[src/rtl/fir_stream_driver.sv]
// fir_stream_driver
// Streaming front/back end for a 6-tap FIR datapath. Serial samples arrive
// over valid/ready and are shifted into a tap delay line. The taps are
// presented in parallel to the datapath. After the datapath's fixed latency,
// the result is captured and returned over valid/ready. Only one sample is
// in flight at a time.
//
// Optional feature: define FIR_WARMUP_EN to suppress results until TAPS
// samples have been accepted since reset. When it is undefined, the delay
// line is zero-prefilled and every accepted sample produces a result.

module fir_stream_driver #(
   parameter int WIDTH     = 16,
   parameter int TAPS      = 6,
   parameter int OUT_WIDTH = 32,
   parameter int LAT       = 3
) (
   input  logic                    clk,
   input  logic                    rst,
   input  logic                    s_valid,
   output logic                    s_ready,
   input  logic [WIDTH-1:0]        s_data,
   output logic [TAPS*WIDTH-1:0]   taps,
   output logic                    tap_valid,
   input  logic [OUT_WIDTH-1:0]    res_in,
   output logic                    m_valid,
   input  logic                    m_ready,
   output logic [OUT_WIDTH-1:0]    m_data
);

   localparam logic [7:0] LAT_L = 8'(LAT);

   typedef enum logic [1:0] {
      IDLE,
      WAIT,
      HOLD
   } state_t;

   state_t                  r_state;
   state_t                  w_nextState;
   logic [TAPS*WIDTH-1:0]   r_taps;
   logic                    r_tapValid;
   logic [7:0]              r_cnt;
   logic                    r_mValid;
   logic [OUT_WIDTH-1:0]    r_mData;
   logic                    w_accept;
   logic                    w_cntDone;
   logic                    w_emit;

   assign w_accept  = s_valid && s_ready;
   assign w_cntDone = (r_state == WAIT) && (r_cnt == 8'd1);

   assign taps      = r_taps;
   assign tap_valid = r_tapValid;
   assign m_valid   = r_mValid;
   assign m_data    = r_mData;

`ifdef FIR_WARMUP_EN
   localparam int WARM_W = (TAPS > 2) ? $clog2(TAPS) : 1;
   localparam logic [WARM_W-1:0] WARM_MAX = WARM_W'(TAPS - 1);

   logic [WARM_W-1:0] r_warm;
   logic              r_emit;

   assign w_emit = r_emit;

   // Count accepted samples, saturating. Latch whether the sample being accepted is at least the TAPS-th.
   always_ff @(posedge clk or posedge rst) begin
      if (rst) begin
         r_warm <= '0;
         r_emit <= 1'b0;
      end else if (w_accept) begin
         r_emit <= (r_warm == WARM_MAX);
         if (r_warm != WARM_MAX) begin
            r_warm <= r_warm + 1'b1;
         end
      end
   end
`else
   assign w_emit = 1'b1;
`endif

   // State register.
   always_ff @(posedge clk or posedge rst) begin
      if (rst) begin
         r_state <= IDLE;
      end else begin
         r_state <= w_nextState;
      end
   end

   // Next-state logic and input readiness. In HOLD, readiness follows the sink so that take and accept can coincide.
   always_comb begin
      s_ready     = 1'b0;
      w_nextState = r_state;
      case (r_state)
         IDLE: begin
            s_ready = !rst;
            if (s_valid && !rst) begin
               w_nextState = WAIT;
            end
         end
         WAIT: begin
            if (w_cntDone) begin
               w_nextState = w_emit ? HOLD : IDLE;
            end
         end
         HOLD: begin
            s_ready = m_ready && !rst;
            if (m_ready) begin
               w_nextState = s_valid ? WAIT : IDLE;
            end
         end
         default: begin
            w_nextState = IDLE;
         end
      endcase
   end

   // Delay line shifts only on an accepted sample. Slice 0 (low bits) holds the newest sample.
   always_ff @(posedge clk or posedge rst) begin
      if (rst) begin
         r_taps <= '0;
      end else if (w_accept) begin
         r_taps <= {r_taps[(TAPS-1)*WIDTH-1:0], s_data};
      end
   end

   // Pulse tap_valid for one cycle after each accepted sample.
   always_ff @(posedge clk or posedge rst) begin
      if (rst) begin
         r_tapValid <= 1'b0;
      end else begin
         r_tapValid <= w_accept;
      end
   end

   // Latency counter: load on accept and count down through WAIT. Completion is at the count of 1.
   always_ff @(posedge clk or posedge rst) begin
      if (rst) begin
         r_cnt <= 8'd0;
      end else if (w_accept) begin
         r_cnt <= LAT_L;
      end else if (r_state == WAIT) begin
         r_cnt <= r_cnt - 8'd1;
      end
   end

   // Capture the datapath result at WAIT completion. Hold it until the sink takes it.
   always_ff @(posedge clk or posedge rst) begin
      if (rst) begin
         r_mValid <= 1'b0;
         r_mData  <= '0;
      end else if (w_cntDone && w_emit) begin
         r_mValid <= 1'b1;
         r_mData  <= res_in;
      end else if ((r_state == HOLD) && m_ready) begin
         r_mValid <= 1'b0;
      end
   end

endmodule

[config.mk]
export PLATFORM = sky130hd
export DESIGN_NAME = fir_stream_driver
export DESIGN_NICKNAME = d
export VERILOG_FILES = /design/src/rtl/fir_stream_driver.sv
export SDC_FILE = /design/constraint.sdc
export NUM_CORES = 1
export LEC_CHECK = 0
export ABC_AREA = 1
export BUFFER_PORTS_ARGS = -buffer_cell sky130_fd_sc_hd__buf_2
export CAP_MARGIN = 10
export CORE_MARGIN = 2
export CORE_UTILIZATION = 50
export DETAILED_ROUTE_END_ITERATION = 10
export PLACE_DENSITY = 0.78
export SYNTH_ARGS = -nofsm -noshare
export SYNTH_HDL_FRONTEND = slang
export SYNTH_SLANG_ARGS = --single-unit
[constraint.sdc]
create_clock -name clk -period 6.5 [get_ports clk]
set_input_delay 1.3 -clock clk [delete_from_list [all_inputs] [get_ports clk]]
set_output_delay 1.3 -clock clk [all_outputs]
set_load 0.01 [all_outputs]
==> results.py <==
metrics = {
    "cts": {
        "clock-sinks": 140,
        "path_clk_slew_ns": 0.06,
        "h-tree-depth": 4,
        "ctsHoldBuffers": 0,
        "cts_buffers": 17,
        "clk_latency_ns": 0.52,
        "cts_resized": 0,
        "post_cts_buffers": 0,
        "cts_tree": "done",
        "cts-root-buf": "clkbuf_8",
        "cts_buffer_depth": 2,
    },
    "setup_path": {
        "rrSetupSlack_ns": 4.07,
        "timing.rr.start": "r_state[0]$_DFFE_PP0P_",
        "arrival_ns": 1.84,
        "r2r_end": "taps[73]$_DFFE_PP0N_",
        "worst_setup_path_start_kind": "input port",
        "reg2reg_depth": 6,
        "crit_path_end_kind": "output pin",
        "crit_path_max_fanout": 2,
        "critical_path_required_ns": 5.20,
        "crit_type": "in -> out",
    },
    "yosys": {
        "ys_seq_area_share_pct": 62.3,
        "synth_nets": 628,
        "synth_cell_type_count": 26,
        "synth_seq_cells": 140,
        "synth_top_area_share_pct": 62.3,
        "synth_warnings": 0,
        "syn_avg_cell_area_um2": 9.79,
        "synthTopCellsByArea": "dfrtp_1 (62%), nand2_1 (11%), o21ai_0 (6.1%)",
        "async_flop_share_pct": 100,
        "synth_area_leader_cell": "dfrtp_1",
        "yosysMostFrequentCell": "nand2_1",
        "yosys_most_used_dff": "dfrtp_1",
        "synth_area_um2": 5620,
        "synth_edf_count": 0,
        "synth_cells": 574,
        "synth_top_cells_by_count": "nand2_1 (159), dfrtp_1 (140), o21ai_0 (69)",
    },
    "place": {
        "place.detailed.hpwl_um": 8630,
        "preCtsSetupSlack_ns": 3.12,
        "port-buffer-count": 182,
        "place_inst": 868,
        "place_congestion": 0.764,
    },
    "timing": {
        "holdWs_ns": 0.470,
        "fmax_ghz": 0.319,
        "min_period_ns": 3.14,
        "worstMarginPinSlew_ns": 1.02,
        "setup_ws_ns": 3.36,
        "setup_viol": 0,
        "period_share_pct": 48.3,
        "hold_viol": 0,
        "final_max_slew_viol_count": 0,
        "fin_skew_ns": 0.00478,
        "final.setup.tns_ns": 0,
        "relSlewSlack_pct": 32.0,
        "rsz0062_at_grt": "no",
    },
    "global_route": {
        "grt_max_degree": 107,
        "antenna_found_initial": 0,
        "grt_pass1_wl_um": 20200,
        "grt-ovfl-total": 0,
        "grt_usage_pct": 22.0,
        "grt_pass1_vias": 4188,
    },
    "routing": {
        "wl_met2_um": 6400,
        "wl_met1_um": 5560,
        "firstDrtPassIters": 5,
        "vias": 4440,
        "dr.max_layer_used": "met4",
        "wire_per_inst_um": 14.4,
        "ant_nets": 0,
        "routed_wl_um": 13000,
        "vias_per_cell": 4.94,
        "drc": 0,
        "wl_met3_um": 729,
        "drt-initial-drc-count": 458,
    },
    "layout": {
        "antennaDiodeCount": 0,
        "final_layout_size_suffix_gt1_share_pct": 35.0,
        "fin_cells": 899,
        "fin_nets": 801,
        "area_growth_syn_to_layout_pct": 27.0,
    },
    "floorplan": {
        "num_rows": 38,
        "die_h_um": 110,
        "die_area_um2": 12100,
        "core-area_um2": 10900,
        "io_pins": 183,
        "die_width_um": 110,
        "start_util_pct": 51.6,
    },
    "run": {
        "drv_cap": 0,
    },
    "worst_hold_path": {
        "hold_path_class": "reg -> reg",
        "whs_path_depth": 2,
        "hold_start": "m_data[25]$_DFFE_PP0P_",
        "worst_hold_path.endpoint": "m_data[25]$_DFFE_PP0P_",
    },
    "pwr": {
        "power.density_nw_per_um2": 529,
        "vdd_drop_max_mv": 0.239,
        "fin_total_pwr_mw": 3.78,
        "power.leakage_nw": 3.79,
    },
    "outcome": {
        "outcome": "completed",
    },
}
per-stage QoR:
stage	cell area, um^2	util [%]
after floorplan	5620	-
after global placement	6510	59.8
after detailed placement	6510	59.8
after CTS	7140	65.6
after global routing	7140	65.6
final	7140	65.6
where the power goes:
group	switching (mW)	internal [mW]
Clock	0.356	0.662
Combinational	0.786	0.477
Sequential	0.240	1.26
placed cells by master, fill, tap and decap left out, drive strengths merged, types with 3 or more instances in the layout:
cell type / n
clkinvlp: 3
bufinv: 4
nand3: 39
nand2: 182
a21oi: 4
nor2: 20
inv: 57
dfrtp: 140
o21ai: 98
buf: 184
clkbuf: 21
kinds of logic (layout without fill, tap and decap cells):
kind of cell             Yosys count  in the layout  share of synthesized area [%]
flip-flops                       140            140                           62.3
buffers and inverters             86            271                           7.70
AO/OA/AOI/OAI                    104            104                           10.7
adder cells (fa/ha/maj)            2              2                          0.445
AND/OR/NAND/NOR                  242            242                           18.9
worst max-delay path by stage:
stage / to / slack [ns] / start
2_1_floorplan: m_data[0]$_DFFE_PP0P_ / 1.45 / rst
3_3_place_gp: taps[75]$_DFFE_PP0N_ / 3.18 / m_ready
3_5_place_dp: taps[73]$_DFFE_PP0N_ / 3.12 / m_ready
4_1_cts: s_ready / 3.37 / rst
5_1_grt: taps[64]$_DFFE_PP0N_ / 3.33 / m_ready
6_report: s_ready / 3.36 / rst
final cells by class:
type                    instances  area [um^2]
clock buffers                  21          469
multi-input cells             348         1690
inverters                      56          218
well taps                     140          175
clock inverters                10          161
repair buffers                184          926
fillers                       862         3750
flip-flops and latches        140         3500
critical path: stages:
cell    delay [ns]
buf_2         0.14
nor2_4        0.12
o21a_1        0.14
buf_2         0.14
flip-flops by register name, indices dropped and copies added (netlist names):
name and flops:
m_valid 1, taps 96, r_cnt 8, m_data 32
r_state 2, tap_valid 1
metal layers:
metal  vias up  GRT usage, %
li1       2163             -
met2       135          34.8
met5         -             0
met1      2115          28.8
met4         0          8.77
met3        27          6.06
No activity file was read; power rests on OpenSTA's default activity.
